File: src/rtl/block_pkg.sv
// Shared encodings for the begin/end block stream emitter and its checker-side models.
// Holds command codes, the ASCII letters used by the keywords, and the emitter FSM states.
package block_pkg;

    localparam logic [1:0] CMD_BEGIN     = 2'd0;
    localparam logic [1:0] CMD_END       = 2'd1;
    localparam logic [1:0] CMD_IDENT     = 2'd2;
    localparam logic [1:0] CMD_CLOSE_ALL = 2'd3;

    localparam logic [7:0] CH_B     = 8'h62;
    localparam logic [7:0] CH_E     = 8'h65;
    localparam logic [7:0] CH_G     = 8'h67;
    localparam logic [7:0] CH_I     = 8'h69;
    localparam logic [7:0] CH_N     = 8'h6E;
    localparam logic [7:0] CH_D     = 8'h64;
    localparam logic [7:0] CH_SPACE = 8'h20;

    typedef enum logic [1:0] {
        IDLE  = 2'd0,
        TOKEN = 2'd1,
        SPACE = 2'd2
    } state_e;

endpackage

File: src/rtl/block_token_rom.sv
// Maps (token, letter index) to the keyword byte and flags the final letter.
// CLOSE_ALL reuses the END spelling since it is emitted as repeated "end".
module block_token_rom
    import block_pkg::*;
(
    input  logic [1:0] tok_i,
    input  logic [2:0] idx_i,
    input  logic [7:0] char_i,
    output logic [7:0] byte_o,
    output logic       last_o
);

    always_comb begin
        byte_o = CH_SPACE;
        last_o = 1'b1;
        case (tok_i)
            CMD_BEGIN: begin
                last_o = 1'b0;
                case (idx_i)
                    3'd0:    byte_o = CH_B;
                    3'd1:    byte_o = CH_E;
                    3'd2:    byte_o = CH_G;
                    3'd3:    byte_o = CH_I;
                    3'd4: begin
                        byte_o = CH_N;
                        last_o = 1'b1;
                    end
                    default: last_o = 1'b1;
                endcase
            end
            CMD_END, CMD_CLOSE_ALL: begin
                last_o = 1'b0;
                case (idx_i)
                    3'd0:    byte_o = CH_E;
                    3'd1:    byte_o = CH_N;
                    3'd2: begin
                        byte_o = CH_D;
                        last_o = 1'b1;
                    end
                    default: last_o = 1'b1;
                endcase
            end
            default: begin
                byte_o = char_i;
                last_o = 1'b1;
            end
        endcase
    end

endmodule

File: src/rtl/block_stream_emitter.sv
// Serialises BEGIN/END/IDENT/CLOSE_ALL commands into lowercase ASCII bytes,
// each token followed by a space, while tracking nesting depth and sticky error flags.
module block_stream_emitter
    import block_pkg::*;
#(
    parameter int MAX_DEPTH = 15
) (
    input  logic       clk,
    input  logic       reset,
    input  logic       cmd_valid,
    output logic       cmd_ready,
    input  logic [1:0] cmd,
    input  logic [7:0] cmd_char,
    output logic [7:0] out,
    output logic       out_valid,
    input  logic       out_ready,
    output logic [7:0] depth,
    output logic       underflow,
    output logic       overflow,
    output logic       balanced
);

    localparam logic [7:0] MAX_D = 8'(MAX_DEPTH);

    state_e     state_q, state_d;
    logic [2:0] idx_q, idx_d;
    logic [1:0] tok_q, tok_d;
    logic [7:0] char_q, char_d;
    logic [7:0] rep_q, rep_d;
    logic [7:0] depth_q, depth_d;
    logic       underflow_q, underflow_d;
    logic       overflow_q, overflow_d;
    logic [7:0] out_q, out_d;
    logic       out_valid_q, out_valid_d;

    logic       hs;
    logic [7:0] cur_byte;
    logic       cur_last;
    logic [7:0] next_byte;
    logic       next_last;

    assign hs        = out_valid_q && out_ready;
    assign cmd_ready = (state_q == IDLE);
    assign out       = out_q;
    assign out_valid = out_valid_q;
    assign depth     = depth_q;
    assign underflow = underflow_q;
    assign overflow  = overflow_q;
    assign balanced  = (depth_q == 8'd0) && !underflow_q;

    // The current-position lookup decides when a token ends; the next-position
    // lookup preloads the output register so the byte appears one cycle after accept.
    block_token_rom u_rom_cur (
        .tok_i  (tok_q),
        .idx_i  (idx_q),
        .char_i (char_q),
        .byte_o (cur_byte),
        .last_o (cur_last)
    );

    block_token_rom u_rom_next (
        .tok_i  (tok_d),
        .idx_i  (idx_d),
        .char_i (char_d),
        .byte_o (next_byte),
        .last_o (next_last)
    );

    always_comb begin
        state_d     = state_q;
        idx_d       = idx_q;
        tok_d       = tok_q;
        char_d      = char_q;
        rep_d       = rep_q;
        depth_d     = depth_q;
        underflow_d = underflow_q;
        overflow_d  = overflow_q;
        case (state_q)
            IDLE: begin
                if (cmd_valid) begin
                    idx_d = 3'd0;
                    rep_d = 8'd0;
                    tok_d = cmd;
                    case (cmd)
                        CMD_BEGIN: begin
                            state_d = TOKEN;
                            if (depth_q < MAX_D) depth_d = depth_q + 8'd1;
                            else                 overflow_d = 1'b1;
                        end
                        CMD_END: begin
                            state_d = TOKEN;
                            if (depth_q != 8'd0) depth_d = depth_q - 8'd1;
                            else                 underflow_d = 1'b1;
                        end
                        CMD_IDENT: begin
                            state_d = TOKEN;
                            char_d  = cmd_char;
                        end
                        default: begin
                            depth_d = 8'd0;
                            if (depth_q != 8'd0) begin
                                state_d = TOKEN;
                                rep_d   = depth_q - 8'd1;
                            end
                        end
                    endcase
                end
            end
            TOKEN: begin
                if (hs) begin
                    if (cur_last) state_d = SPACE;
                    else          idx_d   = idx_q + 3'd1;
                end
            end
            SPACE: begin
                if (hs) begin
                    if (rep_q != 8'd0) begin
                        rep_d   = rep_q - 8'd1;
                        idx_d   = 3'd0;
                        state_d = TOKEN;
                    end else begin
                        state_d = IDLE;
                    end
                end
            end
            default: state_d = IDLE;
        endcase
    end

    always_comb begin
        out_valid_d = (state_d != IDLE);
        case (state_d)
            TOKEN:   out_d = next_byte;
            SPACE:   out_d = CH_SPACE;
            default: out_d = 8'h00;
        endcase
    end

    always_ff @(posedge clk or negedge reset) begin
        if (!reset) begin
            state_q     <= IDLE;
            idx_q       <= 3'd0;
            tok_q       <= CMD_BEGIN;
            char_q      <= 8'h00;
            rep_q       <= 8'd0;
            depth_q     <= 8'd0;
            underflow_q <= 1'b0;
            overflow_q  <= 1'b0;
            out_q       <= 8'h00;
            out_valid_q <= 1'b0;
        end else begin
            state_q     <= state_d;
            idx_q       <= idx_d;
            tok_q       <= tok_d;
            char_q      <= char_d;
            rep_q       <= rep_d;
            depth_q     <= depth_d;
            underflow_q <= underflow_d;
            overflow_q  <= overflow_d;
            out_q       <= out_d;
            out_valid_q <= out_valid_d;
        end
    end

    // Only the next-position byte is needed from the preload lookup.
    logic unused_next_last;
    assign unused_next_last = next_last;

endmodule

File: config.mk
export PLATFORM = sky130hd
export DESIGN_NAME = block_stream_emitter
export DESIGN_NICKNAME = d
export VERILOG_FILES = /design/src/rtl/block_pkg.sv /design/src/rtl/block_token_rom.sv /design/src/rtl/block_stream_emitter.sv
export SDC_FILE = /design/constraint.sdc
export NUM_CORES = 1
export LEC_CHECK = 0
export CAP_MARGIN = 20
export CORE_ASPECT_RATIO = 1.2
export CORE_MARGIN = 2
export CORE_UTILIZATION = 56
export DETAILED_ROUTE_END_ITERATION = 16
export PLACE_DENSITY_LB_ADDON = 0.15
export SYNTH_ARGS = -nofsm -noshare
export SYNTH_HDL_FRONTEND = slang
export SYNTH_HIERARCHICAL = 1
export SYNTH_SLANG_ARGS = --single-unit
File: constraint.sdc
create_clock -name clk -period 3.06 [get_ports clk]
set_clock_uncertainty 0.05 [all_clocks]
set_input_delay 0.306 -clock clk [delete_from_list [all_inputs] [get_ports clk]]
set_output_delay 0.306 -clock clk [all_outputs]
set_load 0.005 [all_outputs]
# Word level (Yosys, flattened, before mapping)
# Cells that the tools add are included.
[classes]
add_sub_neg = 4
magnitude_cmp = 1
n_eq_ne = 22
n_mux = 35
bitwise = 3
reduce_logical = 23
[op_table]
columns = ["cell", "n"]
rows = [
  ["$mux W8", 10],
  ["$pmux W8 S2", 3],
  ["$pmux W7 S5", 1],
  ["$pmux W8 S3", 1],
  ["$pmux W7 S3", 1],
  ["$mux W2", 8],
  ["$reduce_bool A8 Y1", 2],
  ["$sub A8 B1 Y8 const B", 2],
  ["$mux W3", 5],
  ["$eq A3 B2 Y1 const B", 4],
  ["$reduce_and A4 Y1", 3],
  ["$eq A2 B1 Y1 const B", 5],
  ["$eq A2 B2 Y1 const B", 5],
  ["$ne A2 B2 Y1 const B", 5],
  ["$pmux W3 S3", 1],
  ["$add A8 B1 Y8 const B", 1],
  ["$logic_not A2 Y1", 4],
  ["$logic_not A8 Y1", 1],
  ["$lt A8 B4 Y1 const B", 1],
  ["$eq A3 B1 Y1 const B", 2],
  ["$logic_not A3 Y1", 2],
  ["$pmux W2 S3", 1],
  ["$reduce_or A2 Y1", 3],
  ["$reduce_and A5 Y1", 1],
  ["other kinds (10)", 16],
]
[word_totals]
ff_bits = 42
in_bits = 14
out_inout_bits = 21

# Longest topological paths before layout
# Gate-level depths: netlist (run 1).
[depth]
depth_word = 11
ltp_mapped = 11

# Modules after synthesis
# Netlist (run 1), hierarchy kept.
[modules_own_cells]
columns = ["module", "instances", "cells_per_inst", "area_per_inst_um2"]
rows = [
  ["block_stream_emitter", 1, 226, 2427.3],
  ["block_token_rom", 2, 32, 210.2],
]

# Worst setup path before layout (run 1)
# No wires, ideal clock.
[synth_timing]
path_type = "flip-flop to flip-flop"
from = "register rep_q[0]"
to = "register out_q[3], in the netlist out[3]"
arrival_time_ns = 2.341
path_slack_ns = 0.550
stages_incl_launch_ff = 12
path_buffers = 1
path_cell_list = "dfrtp_1 -> inv_1 -> ha_1 -> or3b_2 -> o21ai_2 -> o211a_1 -> or3_1 -> clkbuf_2 -> or2_4 -> mux2i_1 -> a221o_1 -> and2_1"
[synth_between]
elab_chain_len = 8
word_cells_on_any_way = 18
cone_classes = "eq/ne (6); mux (10); reduce/logical (2)"
[synth_lines]
columns = ["element", "line_no", "source"]
rows = [
  ["from (decl)", "block_stream_emitter.sv:29", "logic [7:0] rep_q, rep_d;"],
  ["from (signal assigned)", "block_stream_emitter.sv:156", "rep_q <= rep_d;"],
  ["$reduce_bool A8 Y1 (*)", "block_stream_emitter.sv:117", "if (rep_q != 8'd0) begin"],
  ["$mux W3 (*)", "block_stream_emitter.sv:117", ""],
  ["$mux W3 (*)", "block_stream_emitter.sv:116", "if (hs) begin"],
  ["$pmux W3 S3 (*)", "block_stream_emitter.sv:78", "case (state_q)"],
  ["via idx_d[0]", "block_stream_emitter.sv:26", "logic [2:0] idx_q, idx_d;"],
  ["$eq A3 B3 Y1 (tied with other cells)", "block_token_rom.sv:19", "case (idx_i)"],
  ["$pmux W7 S5 / $pmux W7 S3 (equally long branches)", "block_token_rom.sv:19, block_token_rom.sv:33", ""],
  ["$pmux W8 S2 (*)", "block_token_rom.sv:16", "case (tok_i)"],
  ["via next_byte[3]", "block_stream_emitter.sv:39", "logic [7:0] next_byte;"],
  ["$pmux W8 S2 (*)", "block_stream_emitter.sv:132", "case (state_d)"],
  ["via out_d[3]", "block_stream_emitter.sv:33", "logic [7:0] out_q, out_d;"],
  ["to (signal assigned)", "block_stream_emitter.sv:160", "out_q <= out_d;"],
  ["to (decl)", "block_stream_emitter.sv:33", ""],
]
# Mark *: on every way through the listed nets, which the timed path passes. The rest lies on a longest branch.
# A chain may end at the register's enable or synchronous reset.

# Final worst setup path (run 1)
[layout_timing]
from = "register rep_q[1]"
to = "register out_q[3], in the netlist out[3]"
# The elaborated chain is that of the path after synthesis.

==> out/results.ini, run 1 <==
[sta]
worstMarginPinSlew_ps=936.1
period_share=0.8998
drv_slew=0
timing.setup.tns_ps=0
rsz0062_at_grt=false
final-hold-violation-count=0
relSlewSlack=0.3759
setup_violations=0
clock.fmax_mhz=363.2
fin_crit_ps=2753

[clock_network]
cts_buffers=5
htree_num_levels=2
root_buffer=clkbuf_8
clk_latency_ps=300
cts_hold_buf=0
ctsResizeCount=0
cts_tree=built
clkSinkCount=42
postCtsSetupRepairBufs=0
clk_pin_slew_ps=90
cts_buffer_depth=2

[power]
peakVddDrop_mv=0.4329
power_uw=2873
power.density_nw_per_um2=934.7
p_leak_uw=0.001268

[synth]
synth_warnings=6
syn_area_per_cell_sq_um=10.18
synth_cells=262
synth_fp_nets=284
synthesis.area_sq_um=2668

[placement]
dp_hpwl_mm=4.234
postPlaceCellArea_sq_um=2984
gp_congestion=0.8785
dp_cells=340
numPortBuffers=34

[grt]
antenna_found_initial=0
grt_pass1_vias=2130
grt_util_all_layers=0.2407
grtUsageMet1=0.3036
grtUsageMet2=0.4129
use_met3=0.04372
overflow=0
busiest_layer=met2
grt_first_pass_wirelength_mm=9.908
grt_max_degree=43

[worst_setup_path]
crit_chain=inv_1, ha_1, or3b_2, o21ai_2, o211a_1, or3_1, or2_4, mux2i_1, a221o_1, and2_1
path_class=reg2reg
critPathRequiredTime_ps=3210
crit_family=simple AND/OR/NAND/NOR gates
arrival_ps=2900
critPathMaxFanout=9
cp-end-kind=register
start_kind=register
slowest_stage=or3b_2
cp_num_buf_inv=1
slowest_delay_ps=500

[final_layout]
diodes=0
final_util=0.6691
drive_above_1_share=0.1655
fin_cells=348
area_growth_pct=15.24
nets=311
stdcell_area_sq_um=3074

[min_path]
hp-class=in2async

[floorplan]
initial_core_util=0.5806
core_area_sq_um=4594
top_level_ports=35
die_area_sq_um=5334
dieHeight_um=79.61
fp.dieW_um=67.01
rows=27

[routing]
wl_per_cell_um=16.85
drt_iter0_drc=130
drt_first_pass_iters=4
routed_wl_mm=5.865
via_per_inst=6.224
ant_nets=0
drc=0
vias=2166

[flow_run]
drv_cap=0

[run_status]
status=completed

cells in the final DEF, fill, tap and decap left out, types with 3 or more instances in the layout:
cell             count
dfrtp_1             42
clkdlybuf4s50_1     33
nand2_1             15
inv_1               12
nor2_1              12
and2_1              11
o22ai_1             10
mux2_2              10
nand3_1              9
a21oi_1              8
ha_1                 8
o21ai_0              7
nor3_1               6
clkbuf_8             5
nor4b_1              4
nand2b_1             4
xnor2_1              4
buf_4                4
or3_1                3
o211ai_1             3
a32oi_1              3
a22o_1               3
state kept, by name, indices dropped and copies added, names as in the netlist:
register,flops
overflow,1
depth,8
out,8
char_q,8
rep_q,8
out_valid,1
state_q,2
idx_q,3
tok_q,2
underflow,1
path summary, 6_finish.rpt:
| check | start | to | slack [ps] | depth (start not counted) |
|---|---|---|---|---|
| worst max-delay path | rep_q[1]$_DFFE_PN0P_ | out[3]$_DFF_PN0_ | 310 | 10 |
| worst min-delay path | reset | depth[0]$_DFFE_PN0P_ | 90 | 1 |
| worst max register to register | rep_q[1]$_DFFE_PN0P_ | out[3]$_DFF_PN0_ | 310 | 10 |
| worst min register to register | overflow$_DFFE_PN0P_ | overflow$_DFFE_PN0P_ | 430 | 1 |
| max in group asynchronous | reset | state_q[0]$_DFF_PN0_ | 2280 | 1 |
| min in group clk | overflow$_DFFE_PN0P_ | overflow$_DFFE_PN0P_ | 430 | 1 |
per-stage QoR:
stage / worst slack [ps] / hold slack, ps
after floorplan: 549.9 / -39.59
after global placement: 319.1 / 418.0
after detailed placement: 272.3 / 419.1
after CTS: 316.1 / 123.0
after global routing: 142.4 / 185.9
final: 306.5 / 88.09
power by group:
group / switching (uW) / leakage [uW] / internal [uW]
sequential: 225 / 0.000532 / 758
combinational: 760 / 0.000692 / 763
clock: 207 / 0.0000441 / 160
worst reg2reg max path, cell delays in order, from the launching register on:
cell,delay (ps)
dfrtp_1,440
inv_1,70
ha_1,200
or3b_2,500
o21ai_2,250
o211a_1,160
or3_1,270
or2_4,200
mux2i_1,70
a221o_1,290
and2_1,150
cell type report:
| class | instances | area [sq um] |
|---|---|---|
| clock inverters | 3 | 21.27 |
| fillers | 388 | 1520 |
| clock buffers | 5 | 68.82 |
| flip-flops and latches | 42 | 1051 |
| inverters | 12 | 45.04 |
| multi-input cells | 190 | 1450 |
| well taps | 58 | 72.57 |
| repair buffers | 38 | 365.4 |
metal layers:
| metal | wire (um) | vias to the layer above |
|---|---|---|
| met2 | 3092 | 50 |
| met4 | 89 | 0 |
| met5 | 0 | - |
| met1 | 2489 | 1068 |
| met3 | 194 | 8 |
| li1 | - | 1040 |
Power figures use the tool's default switching activity.
==> run 2: changes to the inputs <==
Settings changed: GPL_TIMING_DRIVEN from default to 0.
==> out/results.ini, run 2 (same netlist as run 1, synthesis figures left out) <==
[power]
power_uw=3028  ; +5.4%
switching_power_uw=1189  ; -0.26%
power.density_nw_per_um2=943.7  ; +0.97%
p_int_uw=1839  ; +9.3%
pwr-share-comb=0.547  ; +0.017
peakVddDrop_mv=0.5435  ; +26%
p_leak_uw=0.001352  ; +6.6%
p_clk_frac=0.151  ; +0.023
swShare=0.3926  ; -0.02212
p_seq_frac=0.303  ; -0.039

[floorplan]
initial_core_util=0.5806  ; unchanged
fp.dieW_um=67.01  ; unchanged
core_area_sq_um=4594  ; unchanged
top_level_ports=35  ; unchanged
rows=27  ; unchanged
dieHeight_um=79.61  ; unchanged
die_area_sq_um=5334  ; unchanged

[sta]
clock.fmax_mhz=351.1  ; -3.3%
fin_crit_ps=2848  ; +94.75 ps
relSlewSlack=0.4768  ; +0.1009
rsz0062_at_grt=false
period_share=0.9308  ; +0.03097
setup_violations=0  ; unchanged
worstMarginPinSlew_ps=776.6  ; -159.5 ps
drv_slew=0  ; unchanged
hold_ws_ps=289.7  ; +201.6 ps
final-hold-violation-count=0  ; unchanged

[final_layout]
final_cell_mix=dfrtp_1, clkdlybuf4s50_1, nand2_1, inv_1, nor2_1
final_util=0.6983  ; +0.02914
drive_above_1_share=0.1974  ; +0.03185
layout_commonest_cell=dfrtp_1
seq_area_sq_um=1051  ; unchanged
nets=326  ; +4.8%
area_growth_pct=20.26
fin_cells=362  ; +4.0%
multi_input_area_sq_um=1450  ; unchanged
diodes=0  ; unchanged
n_fill_cell=379  ; -2.3%

[worst_setup_path]
ff2ff_path_depth=11  ; +1
cp-end-kind=register
critPathRequiredTime_ps=3200  ; about the same
critPathMaxFanout=8  ; -1
path_class=reg2reg
arrival_ps=2990  ; +90 ps
start_kind=register

[placement]
gp_congestion=0.8738  ; -0.54%
dp_hpwl_mm=4.382  ; +3.5%
numPortBuffers=33  ; -2.9%
dp_cells=354  ; +4.1%

[clock_network]
ctsResizeCount=0  ; unchanged
cts_buffers=5  ; unchanged
cts_tree=built
cts_buffer_depth=2  ; unchanged
clk_pin_slew_ps=80  ; about the same
clk_latency_ps=300  ; about the same
clkSinkCount=42  ; unchanged
root_buffer=clkbuf_8
postCtsSetupRepairBufs=0  ; unchanged
htree_num_levels=2  ; unchanged

[min_path]
hp-class=in2reg
whs_path_depth=2

[grt]
grt_pass1_vias=2252  ; +5.7%
antenna_found_initial=0  ; unchanged
grt_util_all_layers=0.2490  ; +0.008323
grt_max_degree=26  ; -40%
overflow=0  ; unchanged
grt_first_pass_wirelength_mm=10.24  ; +3.3%

[routing]
drc=0  ; unchanged
drt_first_pass_iters=4  ; unchanged
via_per_inst=6.135  ; -1.4%
drt_iter0_drc=195  ; +50%
ant_nets=0  ; unchanged
vias=2221  ; +2.5%
routed_wl_mm=5.990  ; +2.1%
wl_per_cell_um=16.55  ; -1.8%

[flow_run]
drv_cap=0  ; unchanged

[run_status]
status=completed

-- run 2: cell types whose count changed in the layout (fill, tap and decap cells not counted), sizes merged --
cell / before / now
clkinvlp: 1 / 0
dlygate4sd3: 0 / 1
buf: 5 / 17
bufinv: 0 / 1
clkbuf: 5 / 9
clkdlybuf4s50: 33 / 32
clkinv: 2 / 0
-- run 2: power groups by stage --
stage               clock (uW)  sequential (uW)  combinational (uW)
floorplan                    0              898                1170
global placement             0              912                1600
detailed placement           0              924                1640
CTS                        465              915                1650
global route               484              944                1840
finish                     456              917                1650
-- run 2: routing by layer --
layer / GRT usage / vias to the layer above / part of all wire
li1: - / 1070 / -
met4: 0.08571 / 0 / 0.022
met5: 0 / - / 0
met1: 0.2974 / 1085 / 0.41
met3: 0.05360 / 14 / 0.037
met2: 0.4347 / 52 / 0.53
-- run 2: area by class of cell --
cell class	count	area share
Multi-Input combinational cell	190	0.4520
Sequential cell	42	0.3276
Timing Repair Buffer	35	0.1108
Buffer	18	0.03783
Clock buffer	6	0.02574
Tap cell	58	0.02262
Inverter	12	0.01404
Clock inverter	1	0.009360
-- run 2: timing repair --
| action | in CTS | in global routing |
|---|---|---|
| hold buffers | 1 | 0 |
| endpoints found under the hold margin | 17 | 0 |
| endpoints found under the setup margin | 0 | 0 |
-- run 2: worst max-delay path, cell delays in order, from the launching register on --
cell	delay [ps]
dfrtp_1	440
inv_1	80
ha_1	190
or3b_2	510
o21ai_2	280
o211a_1	180
or3_1	140
clkbuf_2	190
or2_4	160
mux2i_1	80
a221o_1	290
and2_1	150
-- run 2: worst paths after layout --
check / end / startpoint / slack, ps
worst max-delay path: out[3]$_DFF_PN0_ / rep_q[0]$_DFFE_PN0P_ / 210
min in group asynchronous: depth[7]$_DFFE_PN0P_ / reset / 430
worst min-delay path: depth[1]$_DFFE_PN0P_ / cmd[1] / 290
worst min register to register: overflow$_DFFE_PN0P_ / overflow$_DFFE_PN0P_ / 440
worst max register to register: out[3]$_DFF_PN0_ / rep_q[0]$_DFFE_PN0P_ / 210
max in group asynchronous: out[1]$_DFF_PN0_ / reset / 2030
-- run 2: per-stage QoR --
stage	setup TNS [ps]	cell area, sq um	setup WS (ps)
after global routing	0	3208	22.53
after floorplan	0	2668	549.9
after detailed placement	-53.47	3085	-53.47
after global placement	-13.98	3070	-13.98
final	0	3208	211.8
after CTS	0	3208	221.7
